File: config.mk
export PLATFORM = sky130hd
export DESIGN_NAME = div_bus_master_flat
export DESIGN_NICKNAME = d
export VERILOG_FILES = /design/src/rtl/div_bus_pkg.sv /design/src/rtl/div_bus_master_if.sv /design/src/rtl/div_bus_master.sv /design/src/flat_wrapper.sv
export SDC_FILE = /design/constraint.sdc
export NUM_CORES = 1
export LEC_CHECK = 0
export CORE_ASPECT_RATIO = 1.4
export CORE_MARGIN = 10
export CORE_UTILIZATION = 46
export DETAILED_ROUTE_END_ITERATION = 10
export GPL_TIMING_DRIVEN = 0
export PLACE_DENSITY_LB_ADDON = 0.25
export REMOVE_ABC_BUFFERS = 1
export SETUP_SLACK_MARGIN = 0.05
export SYNTH_ARGS = -nofsm -noshare
export SYNTH_HDL_FRONTEND = slang
export SYNTH_SLANG_ARGS = --single-unit
File: constraint.sdc
create_clock -name clk -period 2.26 [get_ports clk]
set_input_delay 0.339 -clock clk [delete_from_list [all_inputs] [get_ports clk]]
set_output_delay 0.339 -clock clk [all_outputs]
set_load 0.005 [all_outputs]
File: src/rtl/div_bus_pkg.sv
// -----------------------------------------------------------------------------
// div_bus_pkg
// Shared definitions for the 8-bit bus-interfaced divider. This package is
// used by the bus initiator (div_bus_master) and by the divider's bus slave
// wrapper.
//   - Register map addresses (ADDR_A_LO .. ADDR_R_HI)
//   - CTRL start command byte, STATUS ready bit position
//   - Initiator FSM state enum
// -----------------------------------------------------------------------------
package div_bus_pkg;

  localparam int ADDR_A_LO  = 0;
  localparam int ADDR_A_HI  = 1;
  localparam int ADDR_B_LO  = 2;
  localparam int ADDR_B_HI  = 3;
  localparam int ADDR_CTRL  = 4;
  localparam int ADDR_STAT  = 5;
  localparam int ADDR_Q_LO  = 6;
  localparam int ADDR_Q_HI  = 7;
  localparam int ADDR_R_LO  = 8;
  localparam int ADDR_R_HI  = 9;

  localparam logic [7:0] CMD_START = 8'h01;
  localparam int STATUS_READY_BIT  = 0;

  // Write phase (W_*), status poll (P_*), then read-back of the results as
  // read-strobe / capture pairs (R_* / C_*).
  typedef enum logic [4:0] {
    S_IDLE,
    S_W_AL, S_W_AH, S_W_BL, S_W_BH, S_W_GO,
    S_P_RD, S_P_CAP,
    S_R_QL, S_C_QL, S_R_QH, S_C_QH,
    S_R_RL, S_C_RL, S_R_RH, S_C_RH,
    S_RESP
  } state_t;

endpackage

File: src/rtl/div_bus_master_if.sv
// -----------------------------------------------------------------------------
// div_bus_master_if
// This interface groups the host request/response handshakes and the 8-bit
// register bus of the divider initiator.
//   req_*     : host request (valid/ready, 16-bit A and B)
//   rsp_*     : response (valid/ready, Q, R, divide-by-zero and timeout flags)
//   bus_*     : register bus (address, write strobe + data, read strobe,
//               read data returned the cycle after bus_rd)
// Modports:
//   master : the initiator's view (drives req_ready, rsp_*, bus strobes)
//   slave  : the view of the host and the bus slave (drives requests,
//            rsp_ready and bus_rdata)
// -----------------------------------------------------------------------------
interface div_bus_master_if #(
  parameter int ADDR_W = 4
);

  logic              req_valid;
  logic              req_ready;
  logic [15:0]       req_a;
  logic [15:0]       req_b;

  logic              rsp_valid;
  logic              rsp_ready;
  logic [15:0]       rsp_q;
  logic [15:0]       rsp_r;
  logic              rsp_dz;
  logic              rsp_timeout;

  logic [ADDR_W-1:0] bus_addr;
  logic              bus_wr;
  logic [7:0]        bus_wdata;
  logic              bus_rd;
  logic [7:0]        bus_rdata;

  modport master (
    input  req_valid, req_a, req_b, rsp_ready, bus_rdata,
    output req_ready, rsp_valid, rsp_q, rsp_r, rsp_dz, rsp_timeout,
           bus_addr, bus_wr, bus_wdata, bus_rd
  );

  modport slave (
    output req_valid, req_a, req_b, rsp_ready, bus_rdata,
    input  req_ready, rsp_valid, rsp_q, rsp_r, rsp_dz, rsp_timeout,
           bus_addr, bus_wr, bus_wdata, bus_rd
  );

endinterface

File: src/rtl/div_bus_master.sv
// -----------------------------------------------------------------------------
// div_bus_master
// This module is the bus initiator for the 8-bit bus-interfaced divider. It
// accepts one A/B request, writes the operands and a start command byte by
// byte, and polls STATUS until the divider reports ready. It then reads Q and R
// back and holds them on the response port until the consumer accepts them.
// When B is zero, no bus traffic is issued and an immediate divide-by-zero
// response is returned. If ready is not seen within POLL_MAX status reads, a
// timeout response is returned.
// Ports:
//   clk  : rising-edge clock
//   rst  : asynchronous active-high reset
//   bus  : div_bus_master_if.master (request, response and register bus)
// Parameters:
//   POLL_MAX : status reads (1..255) before giving up
//   ADDR_W   : bus address width
// -----------------------------------------------------------------------------
module div_bus_master
  import div_bus_pkg::*;
#(
  parameter int POLL_MAX = 64,
  parameter int ADDR_W   = 4
) (
  input  logic clk,
  input  logic rst,
  div_bus_master_if.master bus
);

  state_t            state;
  state_t            next_state;

  logic [15:0]       a_reg;
  logic [15:0]       b_reg;
  logic [7:0]        poll_cnt;
  logic [15:0]       q_reg;
  logic [15:0]       r_reg;
  logic              dz_reg;
  logic              to_reg;

  logic              accept;
  logic              status_ready;
  logic              poll_last;

  logic [ADDR_W-1:0] addr_c;
  logic              wr_c;
  logic              rd_c;
  logic [7:0]        wdata_c;

  assign accept       = (state == S_IDLE) && bus.req_valid;
  assign status_ready = bus.bus_rdata[STATUS_READY_BIT];
  // The current poll is the last one allowed if one more failed read would
  // bring the count up to POLL_MAX.
  assign poll_last    = (({1'b0, poll_cnt} + 9'd1) >= 9'(POLL_MAX));

  // State register. Because the bus strobes decode directly from the state,
  // an asynchronous reset removes them immediately.
  always_ff @(posedge clk or posedge rst) begin
    if (rst) begin
      state <= S_IDLE;
    end else begin
      state <= next_state;
    end
  end

  // Next-state and bus-strobe decode. Only one strobe is active per state,
  // so bus_wr and bus_rd can never be asserted together.
  always_comb begin
    next_state = state;
    addr_c     = '0;
    wr_c       = 1'b0;
    rd_c       = 1'b0;
    wdata_c    = 8'h00;
    case (state)
      S_IDLE: begin
        if (bus.req_valid) begin
          next_state = (bus.req_b == 16'd0) ? S_RESP : S_W_AL;
        end
      end
      S_W_AL: begin
        wr_c       = 1'b1;
        addr_c     = ADDR_W'(ADDR_A_LO);
        wdata_c    = a_reg[7:0];
        next_state = S_W_AH;
      end
      S_W_AH: begin
        wr_c       = 1'b1;
        addr_c     = ADDR_W'(ADDR_A_HI);
        wdata_c    = a_reg[15:8];
        next_state = S_W_BL;
      end
      S_W_BL: begin
        wr_c       = 1'b1;
        addr_c     = ADDR_W'(ADDR_B_LO);
        wdata_c    = b_reg[7:0];
        next_state = S_W_BH;
      end
      S_W_BH: begin
        wr_c       = 1'b1;
        addr_c     = ADDR_W'(ADDR_B_HI);
        wdata_c    = b_reg[15:8];
        next_state = S_W_GO;
      end
      S_W_GO: begin
        wr_c       = 1'b1;
        addr_c     = ADDR_W'(ADDR_CTRL);
        wdata_c    = CMD_START;
        next_state = S_P_RD;
      end
      S_P_RD: begin
        rd_c       = 1'b1;
        addr_c     = ADDR_W'(ADDR_STAT);
        next_state = S_P_CAP;
      end
      S_P_CAP: begin
        if (status_ready) begin
          next_state = S_R_QL;
        end else if (poll_last) begin
          next_state = S_RESP;
        end else begin
          next_state = S_P_RD;
        end
      end
      S_R_QL: begin
        rd_c       = 1'b1;
        addr_c     = ADDR_W'(ADDR_Q_LO);
        next_state = S_C_QL;
      end
      S_C_QL: next_state = S_R_QH;
      S_R_QH: begin
        rd_c       = 1'b1;
        addr_c     = ADDR_W'(ADDR_Q_HI);
        next_state = S_C_QH;
      end
      S_C_QH: next_state = S_R_RL;
      S_R_RL: begin
        rd_c       = 1'b1;
        addr_c     = ADDR_W'(ADDR_R_LO);
        next_state = S_C_RL;
      end
      S_C_RL: next_state = S_R_RH;
      S_R_RH: begin
        rd_c       = 1'b1;
        addr_c     = ADDR_W'(ADDR_R_HI);
        next_state = S_C_RH;
      end
      S_C_RH: next_state = S_RESP;
      S_RESP: begin
        if (bus.rsp_ready) begin
          next_state = S_IDLE;
        end
      end
      default: next_state = S_IDLE;
    endcase
  end

  // Operand, poll counter and result registers. The results are preloaded at
  // accept (divide-by-zero answer, or zeros), so a timeout only needs to set
  // its flag. A capture state fills one result byte from the read data that
  // follows the previous strobe.
  always_ff @(posedge clk or posedge rst) begin
    if (rst) begin
      a_reg    <= 16'h0000;
      b_reg    <= 16'h0000;
      poll_cnt <= 8'h00;
      q_reg    <= 16'h0000;
      r_reg    <= 16'h0000;
      dz_reg   <= 1'b0;
      to_reg   <= 1'b0;
    end else begin
      case (state)
        S_IDLE: begin
          if (accept) begin
            a_reg    <= bus.req_a;
            b_reg    <= bus.req_b;
            poll_cnt <= 8'h00;
            to_reg   <= 1'b0;
            if (bus.req_b == 16'd0) begin
              dz_reg <= 1'b1;
              q_reg  <= 16'hFFFF;
              r_reg  <= bus.req_a;
            end else begin
              dz_reg <= 1'b0;
              q_reg  <= 16'h0000;
              r_reg  <= 16'h0000;
            end
          end
        end
        S_P_CAP: begin
          if (!status_ready) begin
            poll_cnt <= poll_cnt + 8'd1;
            if (poll_last) begin
              to_reg <= 1'b1;
              q_reg  <= 16'h0000;
              r_reg  <= 16'h0000;
            end
          end
        end
        S_C_QL: q_reg[7:0]  <= bus.bus_rdata;
        S_C_QH: q_reg[15:8] <= bus.bus_rdata;
        S_C_RL: r_reg[7:0]  <= bus.bus_rdata;
        S_C_RH: r_reg[15:8] <= bus.bus_rdata;
        S_RESP: begin
          if (bus.rsp_ready) begin
            dz_reg <= 1'b0;
            to_reg <= 1'b0;
            q_reg  <= 16'h0000;
            r_reg  <= 16'h0000;
          end
        end
        default: ;
      endcase
    end
  end

  assign bus.req_ready   = (state == S_IDLE);
  assign bus.rsp_valid   = (state == S_RESP);
  assign bus.rsp_q       = q_reg;
  assign bus.rsp_r       = r_reg;
  assign bus.rsp_dz      = dz_reg;
  assign bus.rsp_timeout = to_reg;
  assign bus.bus_addr    = addr_c;
  assign bus.bus_wr      = wr_c;
  assign bus.bus_wdata   = wdata_c;
  assign bus.bus_rd      = rd_c;

endmodule

File: src/flat_wrapper.sv
// flat-port wrapper written by rule: the top's interface ports become plain ports
module div_bus_master_flat import div_bus_pkg::*;
#(
  parameter int POLL_MAX = 64,
  parameter int ADDR_W   = 4
)
  (clk, rst, bus_req_valid, bus_req_a, bus_req_b, bus_rsp_ready, bus_bus_rdata, bus_req_ready, bus_rsp_valid, bus_rsp_q, bus_rsp_r, bus_rsp_dz, bus_rsp_timeout, bus_bus_addr, bus_bus_wr, bus_bus_wdata, bus_bus_rd);
  div_bus_master_if #(.ADDR_W(ADDR_W)) bus_i ();
  input  logic clk;
  input  logic rst;
  input wire logic [$bits(bus_i.req_valid)-1:0] bus_req_valid;
  input wire logic [$bits(bus_i.req_a)-1:0] bus_req_a;
  input wire logic [$bits(bus_i.req_b)-1:0] bus_req_b;
  input wire logic [$bits(bus_i.rsp_ready)-1:0] bus_rsp_ready;
  input wire logic [$bits(bus_i.bus_rdata)-1:0] bus_bus_rdata;
  output wire logic [$bits(bus_i.req_ready)-1:0] bus_req_ready;
  output wire logic [$bits(bus_i.rsp_valid)-1:0] bus_rsp_valid;
  output wire logic [$bits(bus_i.rsp_q)-1:0] bus_rsp_q;
  output wire logic [$bits(bus_i.rsp_r)-1:0] bus_rsp_r;
  output wire logic [$bits(bus_i.rsp_dz)-1:0] bus_rsp_dz;
  output wire logic [$bits(bus_i.rsp_timeout)-1:0] bus_rsp_timeout;
  output wire logic [$bits(bus_i.bus_addr)-1:0] bus_bus_addr;
  output wire logic [$bits(bus_i.bus_wr)-1:0] bus_bus_wr;
  output wire logic [$bits(bus_i.bus_wdata)-1:0] bus_bus_wdata;
  output wire logic [$bits(bus_i.bus_rd)-1:0] bus_bus_rd;
  assign bus_i.req_valid = bus_req_valid;
  assign bus_i.req_a = bus_req_a;
  assign bus_i.req_b = bus_req_b;
  assign bus_i.rsp_ready = bus_rsp_ready;
  assign bus_i.bus_rdata = bus_bus_rdata;
  assign bus_req_ready = bus_i.req_ready;
  assign bus_rsp_valid = bus_i.rsp_valid;
  assign bus_rsp_q = bus_i.rsp_q;
  assign bus_rsp_r = bus_i.rsp_r;
  assign bus_rsp_dz = bus_i.rsp_dz;
  assign bus_rsp_timeout = bus_i.rsp_timeout;
  assign bus_bus_addr = bus_i.bus_addr;
  assign bus_bus_wr = bus_i.bus_wr;
  assign bus_bus_wdata = bus_i.bus_wdata;
  assign bus_bus_rd = bus_i.bus_rd;
  div_bus_master #(.POLL_MAX(POLL_MAX), .ADDR_W(ADDR_W)) u_core (.clk(clk), .rst(rst), .bus(bus_i));
endmodule
=== Word-level counts from Yosys, hierarchy flattened ===
Index checks and enable logic that the tools add are counted.

* Logic and storage cells: 87
* Output and inout port bits: 50
* Flip-flop bits (word level): 79

* Reduce and logical (&&, ||, !) cells: 21
* $add $sub $neg: 2
* Mux-type cells: 32
* Eq/ne operators: 21
* Order comparisons: 1

{| class="wikitable"
|+ Operators with widths
! kind !! count
|-
| 8-bit one-hot mux with 4 select lines || 4
|-
| 16-bit two-way mux || 7
|-
| 5-bit one-hot mux with 17 select lines || 1
|-
| 5-bit by 4-bit == test with 1-bit output, second input constant || 8
|-
| 8-bit one-hot mux with 5 select lines || 1
|-
| 4-bit one-hot mux with 9 select lines || 1
|-
| 5-bit two-way mux || 5
|-
| 5-bit AND reduction || 5
|-
| 5-bit by 3-bit == test with 1-bit output, second input constant || 4
|-
| 16-bit zero test || 1
|-
| 8-bit two-way mux || 2
|-
| 8-bit one-hot mux with 2 select lines || 1
|-
| 4-bit nonzero test || 4
|-
| 5-bit by 2-bit == test with 1-bit output, second input constant || 2
|-
| 5-bit OR reduction || 2
|-
| 8-bit by 1-bit adder with 9-bit output, second input constant || 1
|-
| 9-bit by 7-bit greater-or-equal comparator with 1-bit output, second input constant || 1
|-
| 8-bit by 1-bit adder with 8-bit output, second input constant || 1
|-
| 1-bit two-way mux || 8
|-
| 2-bit != test, second input constant || 3
|-
| 3-bit AND reduction || 2
|-
| 5-bit by 1-bit == test with 1-bit output, second input constant || 1
|-
| 5-bit == test, second input constant || 1
|-
| 5-bit zero test || 1
|-
| 7 further kinds || 10
|}

=== Depth between registers and ports, before layout ===
* Depth after elaboration: 5
* Gate-level depth with buffers: 8
* Depth with buffers taken out: 5

=== Least setup slack after synthesis ===
OpenSTA, ideal clock, no wires.

* Path type: flip-flop to flip-flop
* From: reg u_core.state[4]
* To: reg u_core.q_reg[0] (netlist: u_core.bus.rsp_q[0])
* Period minus slack after synthesis: 2,108 ps
* Arrival time: 1,983 ps
* Path slack: 152 ps
* Cell stages (with the launch flop): 6
* Required time: 2,135 ps
* Cell sequence: dfrtp_1 buf_4 or4_4 o31ai_4 nor3_4 mux2_4

* Longest elaborated chain between the ends: 4
* Elaborated cells between the ends (all ways): 12
* Classes of those cells: eq/ne (7); mux (1); reduce/logical (4)

{| class="wikitable"
|+ RTL lines
! item !! RTL line !! RTL
|-
| start, declared || div_bus_master.sv:29 || <nowiki>state_t state;</nowiki>
|-
| start signal, assigned || div_bus_master.sv:61 || <nowiki>state <= next_state;</nowiki>
|-
| 5-bit zero test || div_bus_master.sv:49, div_bus_master.sv:170 ||
|-
| 1-bit logical AND || div_bus_master.sv:49 || <nowiki>assign accept = (state == S_IDLE) && bus.req_valid;</nowiki>
|-
| 2-bit by 1-bit != test with 1-bit output (no line) || -- ||
|-
| 5-bit AND reduction (no line) || -- ||
|-
| end signal, assigned || div_bus_master.sv:198 || <nowiki>S_C_QL: q_reg[7:0] <= bus.bus_rdata;</nowiki>
|-
| end, declared || div_bus_master.sv:35 || <nowiki>logic [15:0] q_reg;</nowiki>
|}

Several ways; a longest one is shown, not always the timed one.
A chain may end at the register's enable or synchronous reset.

=== Worst setup path after layout ===
* From: reg u_core.state[1]
* To: reg u_core.r_reg[8] (netlist: u_core.bus.rsp_r[8])

* Longest elaborated chain between the ends: 4
* Elaborated cells between the ends (all ways): 12
* Classes of those cells: eq/ne (7); mux (1); reduce/logical (4)

{| class="wikitable"
|+ RTL lines
! item !! RTL line !! RTL
|-
| 5-bit zero test || div_bus_master.sv:49, div_bus_master.sv:170 ||
|-
| 1-bit logical AND || div_bus_master.sv:49 ||
|-
| 2-bit by 1-bit != test with 1-bit output (no line) || -- ||
|-
| 5-bit AND reduction (no line) || -- ||
|-
| end signal, assigned || div_bus_master.sv:180 || <nowiki>r_reg <= bus.req_a;</nowiki>
|-
| end signal, assigned || div_bus_master.sv:201 || <nowiki>S_C_RH: r_reg[15:8] <= bus.bus_rdata;</nowiki>
|-
| end, declared || div_bus_master.sv:36 || <nowiki>logic [15:0] r_reg;</nowiki>
|}

Several ways; a longest one is shown, not always the timed one.

==> reports/qor.yml <==
status: "finished, violations left"
failed_checks: "setup timing"
worst_r2r_path_depth: 8
hold_path.class: "in -> async"
ir_drop_v: 0.000641
p_leak_nw: 3.11
synth_seq_area_share_pct: 45.3
hold_buffers: 0
syn_inst: 459
hold_viol_final: 0
avgRoutedWirePerCell_um: 20.6
gp_congestion: 0.829
start_util_pct: 46.7
clk_pin_slew_worst_paths_ps: 60
die_height_um: 135
hpwl_um: 8830
drtIter0Drc: 356
grt_overflow: 0
yosysWarningCount: 0
relSlewSlack_pct: 62.4
maxCapViolCount: 0
layout_common_cells: "nand2_1, clkdlybuf4s50_1, dfrtp_1"
drive_gt1_share_pct: 29.4
routed_via_density: 5.79
io_pins: 94
layout_commonest_cell: "nand2_1"
setup_violations: 29
fmax_mhz: 434
tightest_slew_ps: 562
layout.nets: 646
yosysUniqueCellTypes: 52
required_ps: 2480
avgSynthCellArea_sq_um: 9.52
worstSetupPathType: "reg -> reg"
cts_root_buffer: "clkbuf_16"
htreeDepth: 3
r2r_slack_ps: -40
grt_max_degree: 56
fillers: 659
synth_top_area_share_pct: 45.3
n_antenna_cell: 0
setup_ws_ps: -42.5
numCtsBuffers: 9
arrival_ps: 2520
area_growth_pct: 49.0
final-instance-count-excl-fill: 715
dr.pass1.iters: 5
synth_top_area_cell: "dfrtp_1"
clock_latency_ps: 340
ant_nets: 0
cts_sinks: 79
rsz0062_at_grt: "true"
portBuffers: 93
p_per_area_nw_per_um2: 1230
die_area_sq_um: 13800
cts_tree: "yes"
cp_max_fo: 6
grt_pass1_vias: 4229
clk_path_buf_depth: 2
vias: 4137
maxSlewViolCount: 0
drt-total-wl_um: 14800
min_period_over_period_pct: 102
core_region_area_sq_um: 9350
fin_skew_ps: 4.74
end_kind: "flop"
yosys-top-cells-area: "dfrtp_1, nand2_1, mux2_4, o21ai_0, mux2_2"
synth_seq_cells: 79
num_rows: 42
dieWidth_um: 102
period_needed_ps: 2300
dpl.cell_count: 639
finalSetupTns_ps: -582
drc_errors: 0
track_usage_pct: 20.1
antenna_found_initial: 0
synth_area_sq_um: 4370
cp-start-kind: "flop"
grt_pass1_wl_um: 21800
-- per-stage QoR --
step	total power [mW]	setup WS (ps)	cell area, sq um	util, %	hold WS (ps)
floorplan	3.82	-1790	4240	-	440
global placement	4.84	-3260	5310	56.7	458
detailed placement	4.92	-890	5370	57.4	462
CTS	7.18	-119	6130	65.5	333
global route	8.38	-104	6510	69.6	352
finish	7.99	-42.5	6510	69.6	328
-- cell type report --
cell class / instances / area, sq um / area share [%]
clock buffer: 11 / 253 / 3.88
clock inverter: 5 / 56.3 / 0.865
inverter: 2 / 12.5 / 0.192
multi-input combinational: 352 / 2500 / 38.5
sequential: 79 / 1990 / 30.6
tap: 110 / 138 / 2.11
timing repair buffer: 156 / 1550 / 23.9
-- critical path: stages (launching register included) --
cell	delay, ps
dfrtp_4	520
buf_12	150
or3_4	410
a21oi_4	190
buf_12	140
nor2_4	40
nor3_4	240
buf_6	170
mux2_4	310
-- routing by layer --
layer | GRT usage, % | vias to the layer above | wire [um]
li1 | - | 1867 | -
met1 | 22.4 | 1977 | 5390
met2 | 33.7 | 224 | 7420
met3 | 5.46 | 69 | 1230
met4 | 11.2 | 0 | 714
met5 | 0 | - | 0
-- logic make-up (layout without fill, tap and decap cells) --
family | count (synthesis) | in the layout | share of synthesized area, %
simple gates | 225 | 225 | 24.1
compound gates | 70 | 70 | 10.5
fa+ha+maj | 2 | 2 | 0.573
mux | 50 | 50 | 15.4
xor+xnor | 5 | 5 | 1.00
flops | 79 | 79 | 45.3
buf+inv | 28 | 174 | 3.12
-- repair_timing --
action | 4_1_cts | 5_1_grt
resized for setup | 69 | 52
endpoints found under the hold margin | 0 | 0
setup buffers | 35 | 24
endpoints found under the setup margin | 88 | 65
cloned | 0 | 1
pin swaps | 14 | 17
-- cells in the mapped netlist (all sizes together) --
master and number:
nor4b 1, ha 2, nand2 145, o31ai 1
a22oi 8, xnor2 2, o41a 1, o21a 1
a21o 9, a32oi 1, nand3b 1, nand4 6
dfrtp 79, and2 6, o31a 1, mux2i 9
a211o 1, or4 2, o41ai 1, nor4 7
nand3 3, a2111oi 2, nor3b 1, clkbuf 13
nand2b 2, a21oi 7, or3 2, nor2b 4
o22ai 3, buf 13, mux2 41, nor3 13
nor2 26, o21ai 33, and3b 1, xor2 3
and3 2, and4 1, nand4b 2, a211oi 1
inv 2
-- final timing paths --
check / from / to
worst max-delay path: u_core.state[1] / u_core.bus.rsp_r[8]
worst min-delay path: rst / u_core.b_reg[7]
worst max register to register: u_core.state[1] / u_core.bus.rsp_r[8]
worst min register to register: u_core.a_reg[14] / u_core.a_reg[14]
max in group asynchronous: rst / u_core.state[4]
min in group clk: u_core.a_reg[14] / u_core.a_reg[14]
-- power breakdown --
| part | internal (mW) | leakage (nW) | switching (mW) |
|---|---|---|---|
| Combinational | 2.22 | 1.92 | 2.06 |
| Clock | 0.914 | 0.152 | 0.586 |
| Sequential | 1.85 | 1.04 | 0.361 |
Power figures use the tool's default switching activity.
